<file path="src/rtl/pong_game_ctrl.sv">
// Frame-synchronous pong game sequencer: frame tick, game FSM, scores, update gating.
// Optional ball speed-up on paddle hits when PONG_SPEEDUP_EN is defined.
module pong_game_ctrl #(
  parameter int unsigned WIN_SCORE    = 7,
  parameter int unsigned SERVE_FRAMES = 120,
  parameter int unsigned SCORE_FRAMES = 60
) (
  input  logic       clk,
  input  logic       rst,
  input  logic       v_vid,
  input  logic       btn_start,
  input  logic       miss_left,
  input  logic       miss_right,
  input  logic       hit,
  output logic       frame_tick,
  output logic       upd_en,
  output logic       ball_reset,
  output logic [3:0] score_l,
  output logic [3:0] score_r,
  output logic [2:0] state,
  output logic [1:0] speed
);

  typedef enum logic [2:0] {
    S_IDLE  = 3'd0,
    S_SERVE = 3'd1,
    S_PLAY  = 3'd2,
    S_SCORE = 3'd3,
    S_OVER  = 3'd4
  } state_t;

  localparam logic [3:0] LP_WIN        = 4'(WIN_SCORE);
  localparam logic [7:0] LP_SERVE_LAST = 8'(SERVE_FRAMES - 1);
  localparam logic [7:0] LP_SCORE_LAST = 8'(SCORE_FRAMES - 1);

  state_t     r_state, w_state_nxt;
  logic       r_v_vid_d, r_btn_d, r_frame_tick, r_upd_en, r_ball_reset;
  logic [7:0] r_frame_cnt, w_frame_cnt_nxt;
  logic [3:0] r_score_l, r_score_r, w_score_l_nxt, w_score_r_nxt;
  logic       w_start_edge, w_tick_nxt, w_upd_nxt, w_ball_reset_nxt;

  assign w_tick_nxt   = r_v_vid_d & ~v_vid;
  assign w_start_edge = btn_start & ~r_btn_d;

  // btn_d resets high so a button held through reset does not start a game
  always_ff @(posedge clk or posedge rst) begin
    if (rst) begin
      r_v_vid_d    <= 1'b0;
      r_btn_d      <= 1'b1;
      r_frame_tick <= 1'b0;
    end else begin
      r_v_vid_d    <= v_vid;
      r_btn_d      <= btn_start;
      r_frame_tick <= w_tick_nxt;
    end
  end

  always_ff @(posedge clk or posedge rst) begin
    if (rst) begin
      r_state     <= S_IDLE;
      r_frame_cnt <= '0;
      r_score_l   <= '0;
      r_score_r   <= '0;
    end else begin
      r_state     <= w_state_nxt;
      r_frame_cnt <= w_frame_cnt_nxt;
      r_score_l   <= w_score_l_nxt;
      r_score_r   <= w_score_r_nxt;
    end
  end

  always_comb begin
    w_state_nxt     = r_state;
    w_frame_cnt_nxt = r_frame_cnt;
    w_score_l_nxt   = r_score_l;
    w_score_r_nxt   = r_score_r;
    unique case (r_state)
      S_IDLE: begin
        if (w_start_edge) begin
          w_state_nxt     = S_SERVE;
          w_frame_cnt_nxt = '0;
        end
      end
      S_SERVE: begin
        if (r_frame_tick) begin
          if (r_frame_cnt == LP_SERVE_LAST) begin
            w_state_nxt     = S_PLAY;
            w_frame_cnt_nxt = '0;
          end else begin
            w_frame_cnt_nxt = r_frame_cnt + 8'd1;
          end
        end
      end
      S_PLAY: begin
        // miss_left has priority; a simultaneous miss_right is dropped
        if (miss_left) begin
          w_state_nxt = S_SCORE;
          if (r_score_r < LP_WIN) w_score_r_nxt = r_score_r + 4'd1;
        end else if (miss_right) begin
          w_state_nxt = S_SCORE;
          if (r_score_l < LP_WIN) w_score_l_nxt = r_score_l + 4'd1;
        end
      end
      S_SCORE: begin
        if (r_frame_tick) begin
          if (r_frame_cnt == LP_SCORE_LAST) begin
            w_frame_cnt_nxt = '0;
            w_state_nxt = ((r_score_l == LP_WIN) || (r_score_r == LP_WIN)) ? S_OVER : S_SERVE;
          end else begin
            w_frame_cnt_nxt = r_frame_cnt + 8'd1;
          end
        end
      end
      S_OVER: begin
        if (w_start_edge) begin
          w_state_nxt     = S_SERVE;
          w_frame_cnt_nxt = '0;
          w_score_l_nxt   = '0;
          w_score_r_nxt   = '0;
        end
      end
      default: w_state_nxt = S_IDLE;
    endcase
  end

  // Outputs are precomputed from the next state so they line up with state and frame_tick
  always_comb begin
    w_ball_reset_nxt = (w_state_nxt != S_PLAY);
    w_upd_nxt        = (r_state == S_PLAY) && (w_state_nxt == S_PLAY) && w_tick_nxt;
  end

  always_ff @(posedge clk or posedge rst) begin
    if (rst) begin
      r_upd_en     <= 1'b0;
      r_ball_reset <= 1'b1;
    end else begin
      r_upd_en     <= w_upd_nxt;
      r_ball_reset <= w_ball_reset_nxt;
    end
  end

`ifdef PONG_SPEEDUP_EN
  logic [1:0] r_hit_cnt, r_speed;

  always_ff @(posedge clk or posedge rst) begin
    if (rst) begin
      r_hit_cnt <= '0;
      r_speed   <= '0;
    end else if ((w_state_nxt == S_SERVE) && (r_state != S_SERVE)) begin
      r_hit_cnt <= '0;
      r_speed   <= '0;
    end else if ((r_state == S_PLAY) && hit) begin
      r_hit_cnt <= r_hit_cnt + 2'd1;
      if ((r_hit_cnt == 2'd3) && (r_speed != 2'd3)) r_speed <= r_speed + 2'd1;
    end
  end

  assign speed = r_speed;
`else
  logic w_unused_hit;
  assign w_unused_hit = hit;
  assign speed        = '0;
`endif

  assign frame_tick = r_frame_tick;
  assign upd_en     = r_upd_en;
  assign ball_reset = r_ball_reset;
  assign score_l    = r_score_l;
  assign score_r    = r_score_r;
  assign state      = r_state;

endmodule
</file>
<file path="config.mk">
export PLATFORM = sky130hd
export DESIGN_NAME = pong_game_ctrl
export DESIGN_NICKNAME = d
export VERILOG_FILES = /design/src/rtl/pong_game_ctrl.sv
export SDC_FILE = /design/constraint.sdc
export NUM_CORES = 1
export LEC_CHECK = 0
export BUFFER_PORTS_ARGS = -buffer_cell sky130_fd_sc_hd__buf_2
export CAP_MARGIN = 15
export CELL_PAD_IN_SITES_DETAIL_PLACEMENT = 1
export CELL_PAD_IN_SITES_GLOBAL_PLACEMENT = 2
export CORE_MARGIN = 3
export CORE_UTILIZATION = 39
export CTS_BUF_LIST = sky130_fd_sc_hd__clkbuf_2
export CTS_CLUSTER_SIZE = 12
export DETAILED_ROUTE_END_ITERATION = 10
export GPL_TIMING_DRIVEN = 0
export PLACE_DENSITY_LB_ADDON = 0.1
export SYNTH_ARGS = -nofsm -noshare
export SYNTH_HDL_FRONTEND = slang
export SYNTH_SLANG_ARGS = --single-unit
</file>
<file path="constraint.sdc">
create_clock -name clk -period 5.8 [get_ports clk]
set_clock_uncertainty 0.2 [all_clocks]
set_input_delay 0 -clock clk [delete_from_list [all_inputs] [get_ports clk]]
set_output_delay 0 -clock clk [all_outputs]
set_load 0.02 [all_outputs]
</file>
# Word level (Yosys, flattened, before mapping)

Index checks and enable logic that the tools add are counted.

Add/sub/neg operators: 3
$lt $le $gt $ge: 2
Eq/ne operators: 19
Multiplexer cells: 23
Bitwise operators: 4
Reductions and logical operators: 10

Operators with widths:

| operator                                                                 | count |
|---|---|
| 8-bit 2-to-1 mux                                                         | 5 |
| 3-bit 2-to-1 mux                                                         | 8 |
| 4-bit 2-to-1 mux                                                         | 6 |
| 8-bit case mux with 3 select lines                                       | 1 |
| 2-bit inequality test (second input constant)                            | 8 |
| 4-bit case mux with 2 select lines                                       | 2 |
| 3-bit case mux with 4 select lines                                       | 1 |
| 3-bit by 2-bit equality test with 1-bit output (second input constant)   | 3 |
| 4-bit by 1-bit adder with 4-bit output (second input constant)           | 2 |
| 8-bit by 1-bit adder with 8-bit output (second input constant)           | 1 |
| 4-bit by 3-bit equality test with 1-bit output (second input constant)   | 2 |
| 8-bit by 6-bit equality test with 1-bit output (second input constant)   | 1 |
| 8-bit by 7-bit equality test with 1-bit output (second input constant)   | 1 |
| 4-bit by 3-bit < comparator with 1-bit output (second input constant)    | 2 |
| 4-bit AND reduction                                                      | 2 |
| 5-bit AND reduction                                                      | 1 |
| 3-bit by 1-bit equality test with 1-bit output (second input constant)   | 1 |
| 3-bit equality test (second input constant)                              | 1 |
| 3-bit zero test                                                          | 1 |
| 3-bit by 2-bit inequality test with 1-bit output (second input constant) | 1 |
| 3-bit nonzero test                                                       | 1 |
| 1-bit AND                                                                | 2 |
| 1-bit logical AND                                                        | 2 |
| 2-bit by 1-bit inequality test with 1-bit output (second input constant) | 1 |
| 4 further kinds                                                          | 5 |

Bits in registers: 24
Bits of input ports: 7
Output and inout bits: 16
Word-level logic and storage cells: 70

# Depth between registers and ports, before layout

Gate-level depths: netlist of the first run.

Depth in word-level cells: 9
Depth in mapped cells: 5
Gate-level depth less buffers: 5

# Least setup slack after synthesis of the first run

Ideal clock, no wire load.

Path type: register -> register
From: register r_state[1] (netlist: state[1])
To: register r_frame_cnt[5]
Setup time: 138 ps
Arrival: 1608 ps
Data required time: 5462 ps
Slack: 3855 ps
Cell stages (with the launch flop): 6
Buffers on the path: 1
Period minus slack after synthesis: 1945 ps
Cell sequence: dfrtp_1 > or4b_4 > and2_4 > buf_6 > o311ai_1 > a21oi_1

Longest elaborated chain between the ends: 4
Elaborated cells on any way between the ends: 11
Classes of those cells: eq/ne: 6; mux: 1; reduce/logical: 4

Ends and longest elaborated chain:

| what                                                                                             | line | text |
|---|---|---|
| from (decl)                                                                                      | 36   | `state_t r_state, w_state_nxt;` |
| from (signal assigned)                                                                           | 65   | `r_state <= w_state_nxt;` |
| 3-bit equality test or 3-bit zero test (tied branches)                                           | 77   | `unique case (r_state)` |
| 2-bit OR reduction (no line)                                                                     | n/a  |  |
| 2-bit by 1-bit inequality test with 1-bit output (no line) or 3-bit nonzero test (tied branches) | n/a  |  |
| 4-bit AND reduction (no line)                                                                    | n/a  |  |
| to (signal assigned)                                                                             | 66   | `r_frame_cnt <= w_frame_cnt_nxt;` |
| to (decl)                                                                                        | 38   | `logic [7:0] r_frame_cnt, w_frame_cnt_nxt;` |

Parallel ways exist; a longest one is shown, timed or not.
A chain may end at the register's enable or synchronous reset.

# Final worst setup path of the first run

From: register r_state[1] (netlist: state[1])
To: register r_upd_en (netlist: upd_en)

Longest elaborated chain between the ends: 6
Elaborated cells on any way between the ends: 17
Classes of those cells: eq/ne: 5; mux: 8; reduce/logical: 4

Ends and longest elaborated chain:

| what                                                       | line | text |
|---|---|---|
| 3-bit equality test, or another cell as far along          | 77   |  |
| 2-bit OR reduction (no line), or another cell as far along | n/a  |  |
| 3-bit case mux with 4 select lines                         | 77   |  |
| 3-bit by 2-bit equality test with 1-bit output             | 129  | `w_upd_nxt = (r_state == S_PLAY) && (w_state_nxt == S_PLAY) && w_tick_nxt;` |
| 1-bit logical AND * (2 in series)                          | 129  |  |
| via w_upd_nxt                                              | 40   | `logic w_start_edge, w_tick_nxt, w_upd_nxt, w_ball_reset_nxt;` |
| to (signal assigned)                                       | 137  | `r_upd_en <= w_upd_nxt;` |
| to (decl)                                                  | 37   | `logic r_v_vid_d, r_btn_d, r_frame_tick, r_upd_en, r_ball_reset;` |

The timed path passes the listed nets; every way through them passes the cells marked *.

==> results of run 1 <==
## timing repair
action,in CTS,in global routing
endpoints found under the hold margin,33,0
hold buffers,5,0
setup buffers,0,0
endpoints found under the setup margin,0,0
## final timing paths
path                       slack (ps)                       start  depth (start not counted)                          to
max in group asynchronous        4700                         rst                          3        frame_tick$_DFF_PP0_
hold / removal                      8                   miss_left                          4      score_r[1]$_DFFE_PP0P_
setup reg to reg                 3490          state[1]$_DFF_PP0_                          6            upd_en$_DFF_PP0_
hold reg to reg                   330  r_frame_cnt[7]$_DFFE_PP0P_                          1  r_frame_cnt[7]$_DFFE_PP0P_
setup / recovery                 3490          state[1]$_DFF_PP0_                          6            upd_en$_DFF_PP0_
min in group asynchronous         150                         rst                          3      score_r[3]$_DFFE_PP0P_
## stage by stage
stage	hold WS (ps)	power, mW	setup slack (ps)
final	7.52	0.363	3490
after global routing	28.8	0.388	3300
after global placement	-77.3	0.288	3610
after CTS	3.34	0.366	3530
after floorplan	-196	0.268	3850
after detailed placement	-67.7	0.295	3570
## sequential cells by signal (all words and copies together) (netlist names)
signal,count
score_r,4
score_l,4
state,3
frame_tick,1
ball_reset,1
r_btn_d,1
r_frame_cnt,8
upd_en,1
r_v_vid_d,1
## per-layer routing
metal	part of all wire, %	vias to the layer above	wire, um
li1	-	582	-
met1	46	616	1600
met2	49	25	1700
met3	3.3	6	114
met4	1.1	0	38
met5	0	-	0
## cell usage in the layout, fill, tap and decap left out, types with 3 or more instances in the layout
cell type and n:
dfrtp_1 22, buf_2 19, o21ai_0 15, nand2_1 13
inv_1 9, o21a_1 5, nand3_1 5, dlygate4sd3_1 5
nor3b_1 4, nand3b_1 4, a21oi_1 4, nor3_1 4
nor2b_1 3, nor2_1 3, nand4_1 3, ha_1 3
clkbuf_2 3
## cell families (layout without fill, tap and decap cells)
logic type,after synthesis,in the layout,synth area share [%]
compound gates,41,41,20.1
fa+ha+maj,3,3,2.74
buf+inv,16,44,6.93
mux,2,2,1.46
simple gates,54,54,24.6
other cells,1,2,0.273
flops,24,24,43.9
## report_power, final
part	internal (mW)	leakage, nW	switching, mW
sequential	0.184	0.302	0.0240
combinational	0.0370	0.402	0.0486
clock	0.0150	0.0140	0.0544
total	0.236	0.718	0.127
## area by class of cell
class / count / area, um2 / share of cell area (%)
buffer: 7 / 61.3 / 3.84
clock buffer: 3 / 15.0 / 0.941
clock inverter: 1 / 3.75 / 0.235
inverter: 9 / 33.8 / 2.12
multi-input combinational: 102 / 678 / 42.5
sequential: 24 / 603 / 37.8
tap: 44 / 55.1 / 3.45
timing repair buffer: 24 / 145 / 9.10
## critical path, delay by kind of cell, from the launching register on
kind,cells,cell delay (ps)
simple gates,3,640
flops,1,470
buf+inv,2,780
compound gates,1,160
==> flow_summary.toml, run 1 <==
[logic_synthesis]
syn-cell-area_um2 = 1370
yosysSeqAreaShare_pct = 43.9
syn-instance-count = 141
avgSynthCellArea_um2 = 9.73
synth_edf_count = 0
synth_top_area_share_pct = 40.1
yosys_most_used_dff = "dfrtp_1"
synth_cell_type_count = 45
synth_warnings = 0
synth.top_cells.by_area = "dfrtp_1 (40%), o21ai_0 (5.5%), dfstp_2 (3.8%)"
synth_common_cells = "dfrtp_1 (22), o21ai_0 (15), nand2_1 (13)"
synth_most_common_cell = "dfrtp_1"
synth_top_cell_by_area = "dfrtp_1"
synthArstFlopShare_pct = 100
synth-seq-cells = 24

[timing]
setup_viol = 0
hold_violations = 0
fmax_mhz = 433
tns_ps = 0
slew_viol_final = 0
rsz0062_at_grt = "false"
fin_crit_sh_pct = 39.8
relSlewSlack_pct = 38.5
tightest_slew_ps = 921
final.min_clock_period_ps = 2310

[cts]
cts_htree_levels = 1
cts-resized-gates = 0
clock_latency_ps = 340
path_clk_slew_ps = 250
cts_buffers = 3
clk_path_buf_depth = 2
cts_tree = "yes"
root_buffer = "clkbuf_2"
cts_sinks = 24

[global_routing]
grt_pass1_vias = 1308
grtUsageMet3_pct = 2.74
overflow = 0
use_met2_pct = 31.4
grtUsageTotal_pct = 17.8
grt_pass1_wl_um = 5980
busiest_layer = "met2"
grt_use_met1_pct = 22.2
grt_max_degree = 25
antenna_found_initial = 0

[status]
status = "completed"

[layout]
finalNonFillerCells = 214
final_area_um2 = 1600
drive_gt1_share_pct = 20.6
area_growth_pct = 16.2
diodes = 0
fillers = 400
nets = 181
fin_util_pct = 49.8

[floorplanning]
io_pins = 23
core_um2 = 3200
dieHeight_um = 65.3
die_w_um = 65.3
initial_core_util_pct = 42.9
row_count = 20
die-area_um2 = 4270

[routing]
drt_iter0_markers = 69
num_vias = 1229
wl_um = 3460
route.detailed.drc = 0
drtPass1Iterations = 4
wire_per_inst_um = 16.1
vias_per_cell = 5.74
ant_nets = 0

[flow_run]
cap_violations = 0

[setup_path]
crit_path_top_delay_cell = "dlygate4sd3_1"
startpoint_type = "flip-flop"
crit_type = "reg -> reg"
path_cells = "clkbuf_8, nor3b_1, o21ai_0, dlygate4sd3_1, and3_2, and3_1"
arrival_ps = 2390
critPathCaptureType = "flip-flop"
path_max_fanout = 10
required_ps = 5880
slowest_delay_ps = 590

[power]
max-vdd-ir-drop_mv = 0.102
power.density_nw_per_um2 = 228
p_leak_nw = 0.718

[placement]
gp_congestion = 0.824
dp_hpwl_um = 2590
port_buffers = 19
dp_cells = 205
place_area_um2 = 1530

[min_path]
hold_class = "in -> reg"
No activity file was read; power rests on OpenSTA's default activity.
==> run 2: changes to the inputs <==
CORE_UTILIZATION = 32   (was 39)
clock period = 2 ns   (was 5.8 ns; I/O delays follow)
==> run 2 against run 1 <==
Effect of this change:
- via count is 2.8% lower
- power grew to 3.4 times the previous value
- critical path depth is 2 lower
- routed wire length rose by 4.3%
- critical path type unchanged
- first-iteration DRC count decreased by 17%
- worst hold slack improved by 82 ps
- largest power group unchanged
- sequential power grew to 2.9 times the previous value
- worst setup slack lost 3400 ps
- clock power grew to 4.7 times the previous value
- register-to-register slack worse by 3400 ps
- sequential cell count unchanged
- non-clock buffer count is 2 higher
==> flow_summary.toml, run 2 (synthesized netlist as in run 1, its figures left out) <==
[floorplanning]
row_count = 23
die_w_um = 71.5
io_pins = 23
core_um2 = 4060
die-area_um2 = 5110
initial_core_util_pct = 33.8
dieHeight_um = 71.5

[cts]
path_clk_slew_ps = 250
cts_sinks = 24
root_buffer = "clkbuf_2"
clock_latency_ps = 340
cts_htree_levels = 1
cts_buffers = 3
clk_path_buf_depth = 2
cts_tree = "yes"

[status]
status = "completed"

[timing]
setup_viol = 0
slew_viol_final = 0
fmax_mhz = 520
tns_ps = 0
setup_slack_ps = 78.5
rsz0062_at_grt = "true"
fin_crit_sh_pct = 96.1
relSlewSlack_pct = 36.2
hold_violations = 0
tightest_slew_ps = 957
final.min_clock_period_ps = 1920

[power]
power_mw = 1.23
clockPowerShare_pct = 26.5
power.density_nw_per_um2 = 723
switchingPower_mw = 0.385
p_leak_nw = 0.749
power.share.combinational_pct = 24.8
max-vdd-ir-drop_mv = 0.352
seqPwrFrac_pct = 48.7
p_int_mw = 0.844
p_sw_share_pct = 31.3

[placement]
place_ws_ps = -250
place_area_um2 = 1530
gp_congestion = 0.768
dp_hpwl_um = 2590
dp_cells = 211
port_buffers = 19

[global_routing]
grt_pass1_wl_um = 6080
overflow = 0
grtUsageTotal_pct = 14.8
grt_max_degree = 25
grt_pass1_vias = 1221
antenna_found_initial = 0

[routing]
drt_iter0_markers = 57
wl_um = 3610
route.detailed.drc = 0
met2WireLength_um = 1710
wire_per_inst_um = 16.2
highest_layer = "met4"
drtPass1Iterations = 4
vias_per_cell = 5.38
ant_nets = 0
m1WireLength_um = 1780
wl_met3_um = 92
num_vias = 1194

[setup_path]
crit_path_top_delay_cell = "or4b_4"
setup.worst_path.start = "state[1]$_DFF_PP0_"
critPathCaptureType = "flip-flop"
slowest_delay_ps = 590
worstReg2RegStart = "state[1]$_DFF_PP0_"
path_cells = "or4b_4, and2_4, o311ai_4, a21oi_1"
startpoint_type = "flip-flop"
crit_type = "reg -> reg"
required_ps = 2050
arrival_ps = 1970
crit_buf_inv = 0
critPathTopFamily = "simple AND/OR/NAND/NOR gates"
path_max_fanout = 8

[layout]
largest_reg_flops = 8
diodes = 0
area_growth_pct = 23.7
layout_common_cells = "dfrtp_1 (22), buf_2 (19), o21ai_0 (14), nand2_1 (13), inv_1 (9)"
drive_gt1_share_pct = 25.6
final_area_um2 = 1700
finalNonFillerCells = 222
final_common_cell = "dfrtp_1"
fillers = 471
nets = 183
largest_register = "r_frame_cnt"

[flow_run]
cap_violations = 0

[min_path]
worstHoldStart = "v_vid"
hold_class = "in -> reg"
==> run 2: timing repair <==
action | in CTS | in global routing
setup buffers | 3 | 1
hold endpoints to repair | 34 | 0
hold buffers | 5 | 0
setup endpoints to repair | 8 | 7
gates resized for setup | 2 | 7
pin swaps | 0 | 2
==> run 2: area by class of cell <==
| class | count | area, um2 | area share (%) |
|---|---|---|---|
| timing repair buffer | 28 | 175 | 10.3 |
| clock buffer | 3 | 15.0 | 0.884 |
| clock inverter | 1 | 30.0 | 1.77 |
| sequential | 24 | 603 | 35.5 |
| inverter | 9 | 33.8 | 1.99 |
| multi-input combinational | 102 | 732 | 43.1 |
| buffer | 5 | 46.3 | 2.73 |
| tap | 50 | 62.6 | 3.68 |
==> run 2: final timing paths <==
| check | endpoint | slack [ps] | depth (start not counted) |
|---|---|---|---|
| min in group asynchronous | score_r[3]$_DFFE_PP0P_ | 170 | 3 |
| max in group asynchronous | r_frame_cnt[7]$_DFFE_PP0P_ | 850 | 3 |
| min reg2reg | r_frame_cnt[7]$_DFFE_PP0P_ | 330 | 1 |
| max reg2reg | r_frame_cnt[5]$_DFFE_PP0P_ | 80 | 4 |
| max | r_frame_cnt[5]$_DFFE_PP0P_ | 80 | 4 |
| min | r_v_vid_d$_DFF_PP0_ | 90 | 2 |
==> run 2: metrics by stage <==
step / util (%) / hold slack, ps
floorplan: - / -196
global placement: 37.8 / -77.7
detailed placement: 37.8 / -70.7
CTS: 41.0 / 60.9
global route: 41.8 / 40.7
finish: 41.8 / 90.0
==> run 2: routing by layer <==
metal,global-route usage (%),vias to the layer above
li1,-,587
met3,1.68,2
met4,4.38,0
met1,20.4,585
met2,24.3,20
met5,0,-
==> run 2: worst reg2reg max path: cells and delay by family, from the launching register on <==
| kind | cells | cell delay, ps |
|---|---|---|
| AND/OR/NAND/NOR | 2 | 810 |
| AO/OA/AOI/OAI | 2 | 340 |
| flip-flops | 1 | 480 |
==> run 2: power groups by stage <==
stage / clock [mW] / combinational (mW) / sequential [mW]
final: 0.325 / 0.304 / 0.599
after global routing: 0.365 / 0.337 / 0.610
after CTS: 0.342 / 0.295 / 0.587
after detailed placement: 0 / 0.240 / 0.608
after global placement: 0 / 0.233 / 0.607
after floorplan: 0 / 0.179 / 0.597
